**config.mk**
```make
export PLATFORM = sky130hd
export DESIGN_NAME = cascade_counter_ctl
export DESIGN_NICKNAME = d
export VERILOG_FILES = /design/src/rtl/cascade_counter_ctl.sv
export SDC_FILE = /design/constraint.sdc
export NUM_CORES = 1
export LEC_CHECK = 0
export CAP_MARGIN = 20
export CORE_MARGIN = 1
export CORE_UTILIZATION = 49
export CTS_CLUSTER_DIAMETER = 80
export DETAILED_ROUTE_END_ITERATION = 8
export PLACE_DENSITY = 0.81
export SLEW_MARGIN = 15
export SYNTH_ARGS = -nofsm -noshare
export SYNTH_HDL_FRONTEND = slang
export SYNTH_SLANG_ARGS = --single-unit
```
**constraint.sdc**
```tcl
create_clock -name CK -period 2.1 [get_ports CK]
set_input_delay 0.42 -clock CK [delete_from_list [all_inputs] [get_ports CK]]
set_output_delay 0.42 -clock CK [all_outputs]
set_load 0.02 [all_outputs]
```
**src/rtl/cascade_counter_ctl.sv**
```systemverilog
// Parametrised cascaded digit counter with run/pause/done sequencing FSM.
// Optional CASCADE_PARITY_EN adds a registered even-parity output PAR.
module cascade_counter_ctl #(
  parameter int STAGES       = 3,
  parameter int WIDTH        = 4,
  parameter int LIMIT        = 9,
  parameter int AUTO_RESTART = 0
) (
  input  logic                      CK,
  input  logic                      RSTN,
  input  logic                      START,
  input  logic                      HOLD,
  input  logic                      CLR,
  input  logic                      DIR,
  input  logic                      LOAD,
  input  logic [STAGES*WIDTH-1:0]   LOAD_VAL,
  output logic [STAGES*WIDTH-1:0]   CNT,
  output logic [STAGES-1:0]         CARRY,
  output logic [1:0]                STATE,
  output logic                      BUSY,
  output logic                      DONE
`ifdef CASCADE_PARITY_EN
  ,
  output logic                      PAR
`endif
);

  localparam logic [1:0] S_IDLE  = 2'b00;
  localparam logic [1:0] S_RUN   = 2'b01;
  localparam logic [1:0] S_PAUSE = 2'b10;
  localparam logic [1:0] S_DONE  = 2'b11;

  localparam logic [WIDTH-1:0] LIM = WIDTH'(LIMIT);

  logic [STAGES*WIDTH-1:0] cnt_q, cnt_d;
  logic [STAGES-1:0]       carry_q, carry_d;
  logic [1:0]              state_q, state_d;
  logic [WIDTH-1:0]        digit;
  logic                    adv_en;

  always_comb begin
    cnt_d   = cnt_q;
    carry_d = '0;
    state_d = state_q;
    digit   = '0;
    adv_en  = 1'b0;
    if (CLR) begin
      cnt_d   = '0;
      state_d = S_IDLE;
    end else if (LOAD) begin
      for (int unsigned k = 0; k < STAGES; k++) begin
        digit = LOAD_VAL[k*WIDTH +: WIDTH];
        cnt_d[k*WIDTH +: WIDTH] = (digit > LIM) ? LIM : digit;
      end
      if (state_q == S_IDLE && START) state_d = S_RUN;
    end else begin
      case (state_q)
        S_IDLE:  if (START) state_d = S_RUN;
        S_RUN: begin
          if (HOLD) begin
            state_d = S_PAUSE;
          end else begin
            // adv_en accumulates "all lower digits terminal" from the pre-edge count
            adv_en = 1'b1;
            for (int unsigned k = 0; k < STAGES; k++) begin
              digit = cnt_q[k*WIDTH +: WIDTH];
              if (adv_en) begin
                if (!DIR) begin
                  if (digit == LIM) begin
                    cnt_d[k*WIDTH +: WIDTH] = '0;
                    carry_d[k] = 1'b1;
                  end else begin
                    cnt_d[k*WIDTH +: WIDTH] = digit + 1'b1;
                  end
                end else begin
                  if (digit == '0) begin
                    cnt_d[k*WIDTH +: WIDTH] = LIM;
                    carry_d[k] = 1'b1;
                  end else begin
                    cnt_d[k*WIDTH +: WIDTH] = digit - 1'b1;
                  end
                end
              end
              adv_en = adv_en & (DIR ? (digit == '0) : (digit == LIM));
            end
            if (carry_d[STAGES-1]) state_d = (AUTO_RESTART != 0) ? S_RUN : S_DONE;
          end
        end
        S_PAUSE: if (!HOLD) state_d = S_RUN;
        S_DONE:  if (START) state_d = S_RUN;
        default: state_d = S_IDLE;
      endcase
    end
  end

  always_ff @(posedge CK) begin
    if (!RSTN) begin
      cnt_q   <= '0;
      carry_q <= '0;
      state_q <= S_IDLE;
    end else begin
      cnt_q   <= cnt_d;
      carry_q <= carry_d;
      state_q <= state_d;
    end
  end

`ifdef CASCADE_PARITY_EN
  logic par_q, par_d;

  always_comb par_d = ^cnt_d;

  always_ff @(posedge CK) begin
    if (!RSTN) par_q <= 1'b0;
    else       par_q <= par_d;
  end

  assign PAR = par_q;
`endif

  assign CNT   = cnt_q;
  assign CARRY = carry_q;
  assign STATE = state_q;
  assign BUSY  = (state_q == S_RUN) || (state_q == S_PAUSE);
  assign DONE  = (state_q == S_DONE);

endmodule

```
== After elaboration in Yosys (flattened, before gate mapping) ==
Cells that the tools add are included.

* Output and inout bits: 19
* Word-level logic and storage cells: 87
* Bits of input ports: 19
* Bits in registers: 17

* Reduce and logical (&&, ||, !) cells: 17
* Muxes and demuxes: 40
* Bitwise operators: 4
* $lt $le $gt $ge: 3
* Eq/ne operators: 11
* Add/subtract/negate cells: 6

{| class="wikitable"
|+ Operators with widths
! kind !! count
|-
| $mux 4 || 14
|-
| $mux 12 || 3
|-
| $mux 1 || 16
|-
| $add 4x1->4 const B || 3
|-
| $eq 4x4->1 const B || 3
|-
| $gt 4x4->1 const B || 3
|-
| $logic_not 4->1 || 3
|-
| $mux 2 || 6
|-
| $sub 4x1->4 const B || 3
|-
| $pmux 2 s3 || 1
|-
| $reduce_and 3->1 || 2
|-
| $reduce_bool 2->1 || 3
|-
| $reduce_or 6->1 || 1
|-
| $reduce_or 5->1 || 1
|-
| $eq 2x2->1 const B || 2
|-
| $ne 2x1->1 const B || 2
|-
| $ne 4x4->1 const B || 1
|-
| $reduce_and 4->1 || 1
|-
| $reduce_or 2->1 || 2
|-
| $ne 3x1->1 const B || 1
|-
| $ne 3x3->1 const B || 1
|-
| $not 1->1 || 3
|-
| $eq 2x1->1 const B || 1
|-
| $logic_not 2->1 || 1
|-
| other kinds (4) || 4
|}

== Longest topological paths before layout ==
Gate-level depths: netlist of run 1.

* Word-level depth: 12
* Mapped depth: 8
* Gate-level depth less buffers: 7

== Worst setup path before layout of run 1 ==
OpenSTA, ideal clock, no wires.

* Path type: register -> register
* From: reg state_q[0], in the netlist STATE[0]
* To: reg state_q[0], in the netlist STATE[0]
* Cell stages (with the launch flop): 7
* Required time: 2.009 ns
* Library setup time: 0.091 ns
* Arrival: 1.697 ns
* Period minus slack after synthesis: 1.788 ns
* Path buffers: 0
* Slack: 0.312 ns
* Path through: dfxtp_1 inv_1 ha_1 o21ai_0 o21ai_0 mux2i_1 a311oi_1

* Longest elaborated chain between the ends: 4
* Elaborated cells between the ends (all ways): 13
* Classes of those cells: 7 x eq/ne; 2 x mux; 4 x reduce/logical

{| class="wikitable"
|+ Ends and longest elaborated chain
! element !! RTL line !! RTL
|-
| start: declaration || 37 || <nowiki>logic [1:0] state_q, state_d;</nowiki>
|-
| start signal: assignment || 104 || <nowiki>state_q <= state_d;</nowiki>
|-
| $eq 2x2->1 / $logic_not 2->1 (equally long branches) || 57, 55 ||
|-
| $reduce_or 2->1 (no line) / $logic_and 1x1->1 (equally long branches) || n/a ||
|-
| $ne 3x1->1 (no line) (tied with other cells) || n/a ||
|-
| $reduce_and 4->1 (no line) / $mux 2 (equally long branches) || n/a ||
|}

Parallel ways exist; a longest one is shown, timed or not.
A chain may end at the register's enable or synchronous reset.

== Worst setup path in the final report of run 1 ==
* From: reg cnt_q[0], in the netlist CNT[0]
* To: out CNT[0]

{| class="wikitable"
|+ RTL lines
! element !! RTL line !! RTL
|-
| start: declaration || 35 || <nowiki>logic [STAGES*WIDTH-1:0] cnt_q, cnt_d;</nowiki>
|-
| start signal: assignment || 102 || <nowiki>cnt_q <= cnt_d;</nowiki>
|-
| end: declaration || 17 || <nowiki>output logic [STAGES*WIDTH-1:0] CNT,</nowiki>
|}

No word-level cell between the ends.

==> results.json, run 1 <==
{
  "clk_latency_ps": 290,
  "clkTransAtPathRegs_ps": 110,
  "ff2ff_setup_slack_ps": 390,
  "cts_sinks": 17,
  "syn_nets": 204,
  "syn_inst": 181,
  "vias": 1500,
  "crit_fanout": 10,
  "antennaDiodeCount": 0,
  "root_buffer": "clkbuf_4",
  "synth_ff_type": "dfxtp_1",
  "htree_levels": 1,
  "fin_util": 0.679,
  "critical-path-top-delay-family": "buffers and inverters",
  "report.power.total_uw": 769,
  "finalSetupViolCount": 0,
  "yosysMostFrequentCell": "dfxtp_1",
  "first_iter_violations": 58,
  "die_h_um": 56.3,
  "worstMarginPinSlew_ps": 437,
  "initial_core_util": 0.519,
  "wl_per_cell_um": 15.3,
  "synth.top_cell.area_share": 0.236,
  "min-delay-path-class": "flip-flop to flip-flop",
  "rr_worst_depth": 7,
  "placementRows": 19,
  "yosysSeqAreaShare": 0.236,
  "ir_worst_vdd_mv": 0.355,
  "grt_max_degree": 21,
  "powerDensity_nw_per_um2": 407,
  "synth_area_um2": 1440,
  "drc": 0,
  "grt_pass1_wl_mm": 6.05,
  "synth_edf_count": 0,
  "antenna_found_initial": 0,
  "post-synth-top-area-cell": "dfxtp_1",
  "max_stage_delay_ps": 690,
  "syn_to_final_growth_pct": 30.9,
  "fin_crit_ps": 2000,
  "ios": 38,
  "critPathLaunchType": "flip-flop",
  "viasPerCell": 6.02,
  "layout_setup_ws_ps": 99.1,
  "finalHoldViolations": 0,
  "num-nets-final": 242,
  "cp_cell_sequence": "clkdlybuf4s50_1",
  "required_ps": 1680,
  "setup.worst_path.start": "CNT[0]$_SDFFE_PP0P_",
  "grt_pass1_vias": 1401,
  "io_buffers": 37,
  "fp.dieW_um": 56.3,
  "rsz0062_at_grt": "false",
  "drive_gt1_frac": 0.142,
  "firstDrtPassIters": 4,
  "yosysUniqueCellTypes": 62,
  "cts_tree": "done",
  "critical_path.endpoint": "CNT[0]",
  "coreArea_um2": 2780,
  "max-slew-margin-rel": 0.708,
  "status": "complete, no violations",
  "fin_crit_sh": 0.953,
  "drv_cap": 0,
  "path_buf_inv": 1,
  "die-area_um2": 3170,
  "critPathCaptureType": "output pin",
  "cts_made_buffers": 3,
  "cp_num_cells": 1,
  "crit_type": "flip-flop to output pin",
  "hpwl_mm": 2.94,
  "skew_ps": 8.26,
  "cp.arrival_ps": 1580,
  "reg2reg_from": "STATE[1]$_SDFFE_PP0P_",
  "grt_overflow": 0,
  "rr_endpoint": "CNT[9]$_SDFFE_PP0P_",
  "synth-seq-cells": 17,
  "grt_usage": 0.240,
  "hold_ws_ps": 571,
  "globalplace.congestion": 0.806,
  "max_freq_mhz": 500,
  "avgSynthCellArea_um2": 7.97,
  "pre_cts_ws_ps": -69.7,
  "n_fill_cell": 233,
  "routed_wl_mm": 3.80,
  "drtAntennaViolNets": 0,
  "synthTopCellsByArea": "dfxtp_1, o21ai_0, nor2_1",
  "leakagePower_nw": 0.706,
  "yosysWarningCount": 0,
  "cts_buffer_depth": 2,
  "ys_top_cells_by_count": "dfxtp_1, nor2_1, o21ai_0, nand2_1, clkbuf_1",
  "async_flop_share": 0,
  "crit_slowest_cell": "clkdlybuf4s50_1",
  "drv_slew": 0
}
==> report_power, final <==
part           total (mW)  switching (mW)  leakage, nW  internal (mW)
registers           0.359          0.0268        0.139          0.333
logic               0.226           0.109        0.549          0.117
clock network       0.184           0.113       0.0177         0.0708
total               0.769           0.248        0.706          0.521
==> state kept, by name, summed over array words and instances, names as in the netlist <==
signal and flops:
CNT 12, CARRY 3, STATE 2
==> per-layer routing <==
metal	global-route usage	part of all wire	vias to the layer above	wire, µm
li1	-	-	731	-
met1	0.286	0.41	705	1570
met2	0.432	0.51	56	1950
met3	0.0392	0.056	8	212
met4	0.0836	0.017	0	63
met5	0	0	-	0
==> per-stage QoR <==
step	area, µm²	setup TNS (ps)	instances
2_1_floorplan	1440	0	181
3_3_place_gp	1860	0	245
3_5_place_dp	1860	-242	245
4_1_cts	1890	0	249
5_1_grt	1890	0	249
6_report	1890	0	249
==> worst min-delay path by stage <==
stage                                     start                    end  slack, ps  cells past startpoint
final                     STATE[0]$_SDFFE_PP0P_  STATE[0]$_SDFFE_PP0P_        570                      2
after detailed placement  STATE[0]$_SDFFE_PP0P_  STATE[0]$_SDFFE_PP0P_        600                      2
after floorplan                            HOLD    CARRY[0]$_SDFF_PP0_        490                      1
after global routing      STATE[0]$_SDFFE_PP0P_  STATE[0]$_SDFFE_PP0P_        620                      2
after CTS                 STATE[0]$_SDFFE_PP0P_  STATE[0]$_SDFFE_PP0P_        580                      2
after global placement    STATE[0]$_SDFFE_PP0P_  STATE[0]$_SDFFE_PP0P_        580                      2
==> timing repair <==
| action | CTS | global route |
|---|---|---|
| setup buffers | 0 | 0 |
| resized for setup | 2 | 0 |
| endpoints found under the setup margin | 1 | 0 |
| hold buffers | 0 | 0 |
==> worst register-to-register path, cell delays in order (launching register included) <==
cell and delay, ps:
dfxtp_1 380, inv_1 110, ha_1 170, nor2b_1 270, o211ai_4 160, o21bai_4 260
nor2_1 60, a211oi_1 220
==> cells in the final DEF, fill, tap and decap left out, drive strengths merged, types with 2 or more instances in the layout <==
cell type,instances
a211oi,3
nand4bb,2
nor3b,4
a221oi,2
nor2b,7
xor2,3
inv,8
buf,11
mux2i,4
nand3b,6
a31oi,3
a21o,3
nor2,15
nand2b,6
xnor2,2
nand2,10
and3b,2
a21oi,6
and2,2
ha,4
o22ai,4
clkdlybuf4s50,36
o21ai,21
o211ai,2
nor4,3
o21a,3
clkbuf,3
nand3,3
nor3,2
dfxtp,17
==> kinds of logic (layout without fill, tap and decap cells) <==
logic type,count (synthesis),in the layout,synth area share
buf+inv,23,60,0.0720
xor+xnor,5,5,0.0304
flops,17,17,0.236
compound gates,59,59,0.293
simple gates,69,69,0.306
mux,4,4,0.0278
fa+ha+maj,4,4,0.0347
==> final cells by class <==
| type | count | area [µm²] | share of cell area |
|---|---|---|---|
| timing repair buffer | 48 | 452 | 0.239 |
| sequential | 17 | 342 | 0.181 |
| clock inverter | 1 | 5.00 | 0.00265 |
| tap | 31 | 38.8 | 0.0205 |
| multi-input combinational | 141 | 998 | 0.529 |
| inverter | 8 | 30.0 | 0.0159 |
| clock buffer | 3 | 22.5 | 0.0119 |
(Power assumes the default switching activity.)
==> run 2: changes to the inputs <==
==> constraint.sdc (replaced) <==
create_clock -name CK -period 2.15 [get_ports CK]
set_input_delay 0.43 -clock CK [delete_from_list [all_inputs] [get_ports CK]]
set_output_delay 0.43 -clock CK [all_outputs]
set_load 0.02 [all_outputs]
==> results.json, run 2 (synthesis gave the netlist of run 1 again) <==
{
  "status": "complete, no violations",
  "placementRows": 19,
  "fin_util": 0.675,
  "syn_to_final_growth_pct": 30.2,
  "clkTransAtPathRegs_ps": 110,
  "grt_usage": 0.239,
  "layout_setup_ws_ps": 146,
  "die_h_um": 56.3,
  "max_stage_delay_ps": 690,
  "swShare": 0.317,
  "initial_core_util": 0.519,
  "antenna_found_initial": 0,
  "cp_cell_sequence": "clkdlybuf4s50_1",
  "cp.arrival_ps": 1570,
  "ios": 38,
  "drtAntennaViolNets": 0,
  "drc": 0,
  "fp.dieW_um": 56.3,
  "hpwl_mm": 2.76,
  "die-area_um2": 3170,
  "globalplace.congestion": 0.823,
  "skew_ps": 14.2,
  "num-nets-final": 240,
  "crit_type": "flip-flop to output pin",
  "cts_hold_buf": 0,
  "whs_path_depth": 2,
  "pre_cts_ws_ps": -91.7,
  "io_buffers": 37,
  "drv_cap": 0,
  "htree_levels": 1,
  "powerDensity_nw_per_um2": 395,
  "path_buf_inv": 1,
  "leakagePower_nw": 0.710,
  "p_switching_uw": 235,
  "viasPerCell": 6.03,
  "routed_wl_mm": 3.64,
  "max-slew-margin-rel": 0.722,
  "rr_worst_depth": 7,
  "critPathCaptureType": "output pin",
  "grt_pass1_vias": 1335,
  "hold_ws_ps": 580,
  "vias": 1489,
  "firstDrtPassIters": 4,
  "drv_slew": 0,
  "max_freq_mhz": 499,
  "first_iter_violations": 46,
  "coreArea_um2": 2780,
  "crit_slowest_cell": "clkdlybuf4s50_1",
  "cts_buffer_depth": 2,
  "required_ps": 1720,
  "grt_pass1_wl_mm": 6.02,
  "grt_max_degree": 21,
  "ir_worst_vdd_mv": 0.287,
  "finalSetupViolCount": 0,
  "power.internal_uw": 507,
  "cts_tree": "done",
  "cts_sinks": 17,
  "power.share.combinational": 0.293,
  "finalHoldViolations": 0,
  "final_common_cell": "clkdlybuf4s50_1",
  "seqPwrFrac": 0.472,
  "clk_latency_ps": 300,
  "wl_per_cell_um": 14.7,
  "critical-path-top-delay-family": "buffers and inverters",
  "min-delay-path-class": "flip-flop to flip-flop",
  "critPathLaunchType": "flip-flop",
  "crit_fanout": 11,
  "drive_gt1_frac": 0.139,
  "root_buffer": "clkbuf_4",
  "cts_made_buffers": 3,
  "fin_crit_sh": 0.932,
  "grt_overflow": 0,
  "mostFrequentLayoutCells": "clkdlybuf4s50_1, dfxtp_1, nor2_1",
  "tns_ps": 0,
  "largest_reg_flops": 12,
  "worstMarginPinSlew_ps": 417,
  "fin_crit_ps": 2000,
  "cp_num_cells": 1,
  "rsz0062_at_grt": "false",
  "antennaDiodeCount": 0,
  "p_clk_frac": 0.235
}
==> run 2: cell count changes in the layout (fill, tap and decap cells not counted), sizes merged <==
cell          delta
dlygate4sd2      -1
dlymetal6s2s     +1
buf              -2
==> run 2: layer usage <==
metal,part of all wire,GRT usage
met5,0,0
met4,0.015,0.0976
met3,0.048,0.0253
met2,0.50,0.405
met1,0.44,0.309
==> run 2: worst paths after layout <==
check	endpoint	from	slack (ps)
worst max-delay path	CNT[4]	CNT[4]$_SDFFE_PP0P_	150
worst min-delay path	STATE[0]$_SDFFE_PP0P_	STATE[0]$_SDFFE_PP0P_	580
worst max register to register	CNT[9]$_SDFFE_PP0P_	STATE[1]$_SDFFE_PP0P_	450
worst min register to register	STATE[0]$_SDFFE_PP0P_	STATE[0]$_SDFFE_PP0P_	580
==> run 2: power by group through the flow <==
stage / sequential [mW] / combinational, mW / clock (mW)
floorplan: 0.352 / 0.131 / 0
global placement: 0.355 / 0.209 / 0
detailed placement: 0.356 / 0.217 / 0
CTS: 0.350 / 0.218 / 0.180
global route: 0.354 / 0.237 / 0.193
finish: 0.351 / 0.217 / 0.174
==> run 2: timing repair <==
item                                    in CTS  in global routing
endpoints found under the setup margin       1                  1
setup buffers                                0                  0
gates resized for setup                      2                  1
==> run 2: area by class of cell <==
type / count / area [µm²]
clock buffers: 3 / 22.5
flip-flops and latches: 17 / 343
fillers: 236 / 903
repair buffers: 46 / 440
well taps: 31 / 38.8
multi-input cells: 141 / 998
inverters: 8 / 30.0
clock inverters: 1 / 5.00
==> run 2: worst register-to-register path: stages (launching register included) <==
cell and delay (ps):
dfxtp_2 370, inv_1 80, ha_1 170, nor2b_1 270, o211ai_4 200, o21bai_4 260, nor2_1 60, a211oi_1 220
==> run 2: through the flow <==
| stage | cell area, µm² | total power [mW] | cells |
|---|---|---|---|
| after floorplan | 1440 | 0.483 | 181 |
| after global placement | 1850 | 0.564 | 243 |
| after detailed placement | 1850 | 0.574 | 243 |
| after CTS | 1880 | 0.748 | 247 |
| after global routing | 1880 | 0.784 | 247 |
| final | 1880 | 0.742 | 247 |
==> run 3: changes to the inputs <==
--- a/config.mk
+++ b/config.mk
@@ -6,6 +6,7 @@
 export NUM_CORES = 1
 export LEC_CHECK = 0
 export CAP_MARGIN = 20
+export CORE_ASPECT_RATIO = 1.1
 export CORE_MARGIN = 1
 export CORE_UTILIZATION = 49
 export CTS_CLUSTER_DIAMETER = 80
==> results.json, run 3 (synthesis gave the netlist of run 1 again) <==
{
  "skew_ps": 1.45,
  "largest_reg_flops": 12,
  "leakagePower_nw": 0.714,
  "fin_crit_ps": 2000,
  "crit_slowest_cell": "clkdlybuf4s50_1",
  "critPathLaunchType": "flip-flop",
  "num-nets-final": 241,
  "routed_wl_mm": 3.64,
  "first_iter_violations": 44,
  "mostFrequentLayoutCells": "clkdlybuf4s50_1, dfxtp_1, nor2_1",
  "path_buf_inv": 1,
  "layout.area.seq_um2": 342,
  "final_common_cell": "clkdlybuf4s50_1",
  "critPathCaptureType": "output pin",
  "die_h_um": 58.9,
  "drc": 0,
  "htree_levels": 1,
  "hold_ws_ps": 588,
  "required_ps": 1720,
  "initial_core_util": 0.519,
  "firstDrtPassIters": 4,
  "drv_cap": 0,
  "layout_setup_ws_ps": 150,
  "rsz0062_at_grt": "false",
  "fin_util": 0.679,
  "ios": 38,
  "drv_slew": 0,
  "max_stage_delay_ps": 680,
  "crit_fanout": 11,
  "syn_to_final_growth_pct": 30.8,
  "pre_cts_ws_ps": -62.5,
  "cts_tree": "done",
  "fp.dieW_um": 53.7,
  "status": "complete, no violations",
  "antenna_found_initial": 0,
  "antennaDiodeCount": 0,
  "grt_usage": 0.256,
  "powerDensity_nw_per_um2": 401,
  "viasPerCell": 5.85,
  "post_cts_buffers": 0,
  "grt_max_degree": 14,
  "placementRows": 20,
  "globalplace.congestion": 0.895,
  "grt_overflow": 0,
  "min-delay-path-class": "flip-flop to flip-flop",
  "cts_buffer_depth": 2,
  "max_freq_mhz": 500,
  "finalSetupViolCount": 0,
  "worstMarginPinSlew_ps": 407,
  "n_fill_cell": 227,
  "critical-path-top-delay-family": "buffers and inverters",
  "cts_hold_buf": 0,
  "coreArea_um2": 2780,
  "drive_gt1_frac": 0.138,
  "io_buffers": 37,
  "clkTransAtPathRegs_ps": 110,
  "cts_sinks": 17,
  "grt_pass1_vias": 1409,
  "report.power.total_uw": 757,
  "ir_worst_vdd_mv": 0.390,
  "die-area_um2": 3170,
  "clk_latency_ps": 300,
  "finalHoldViolations": 0,
  "cp.arrival_ps": 1570,
  "vias": 1463,
  "cp_cell_sequence": "clkdlybuf4s50_1",
  "wl_per_cell_um": 14.5,
  "fin_crit_sh": 0.930,
  "drtAntennaViolNets": 0,
  "hpwl_mm": 2.71,
  "multi_input_area_um2": 998,
  "cts_made_buffers": 3,
  "root_buffer": "clkbuf_4",
  "max-slew-margin-rel": 0.729,
  "grt_pass1_wl_mm": 6.08,
  "crit_type": "flip-flop to output pin"
}
## run 3: stage by stage
step	TNS, ps	cells	instance area [µm²]
after floorplan	0	181	1440
after global placement	-3.79	246	1860
after detailed placement	-105	246	1860
after CTS	0	250	1880
after global routing	0	250	1890
final	0	250	1890
## run 3: path summary, 6_finish.rpt
path	startpoint	end	slack (ps)	depth (start not counted)
max	CNT[3]$_SDFFE_PP0P_	CNT[3]	150	1
min reg2reg	STATE[0]$_SDFFE_PP0P_	STATE[0]$_SDFFE_PP0P_	590	2
max reg2reg	STATE[1]$_SDFFE_PP0P_	CNT[5]$_SDFFE_PP0P_	350	7
min	STATE[0]$_SDFFE_PP0P_	STATE[0]$_SDFFE_PP0P_	590	2
## run 3: what timing repair did
item	in CTS	in global routing
endpoints found under the hold margin	0	0
gates resized for setup	1	1
endpoints found under the setup margin	1	1
pin swaps	0	0
## run 3: metal layers
layer / vias to the layer above / global-route usage / share of wire
met4: 0 / 0.117 / 0.016
met1: 675 / 0.319 / 0.43
met5: - / 0 / 0
met2: 56 / 0.427 / 0.51
li1: 726 / - / -
met3: 6 / 0.0310 / 0.047
## run 3: final cells by class
cell class | count | share of cell area
Clock buffer | 3 | 0.0119
Clock inverter | 1 | 0.00265
Inverter | 8 | 0.0159
Multi-Input combinational cell | 141 | 0.529
Sequential cell | 17 | 0.181
Tap cell | 33 | 0.0219
Timing Repair Buffer | 47 | 0.237
## run 3: power breakdown
part,switching (mW),internal (mW)
sequential,0.0255,0.325
clock,0.118,0.0694
combinational,0.104,0.115
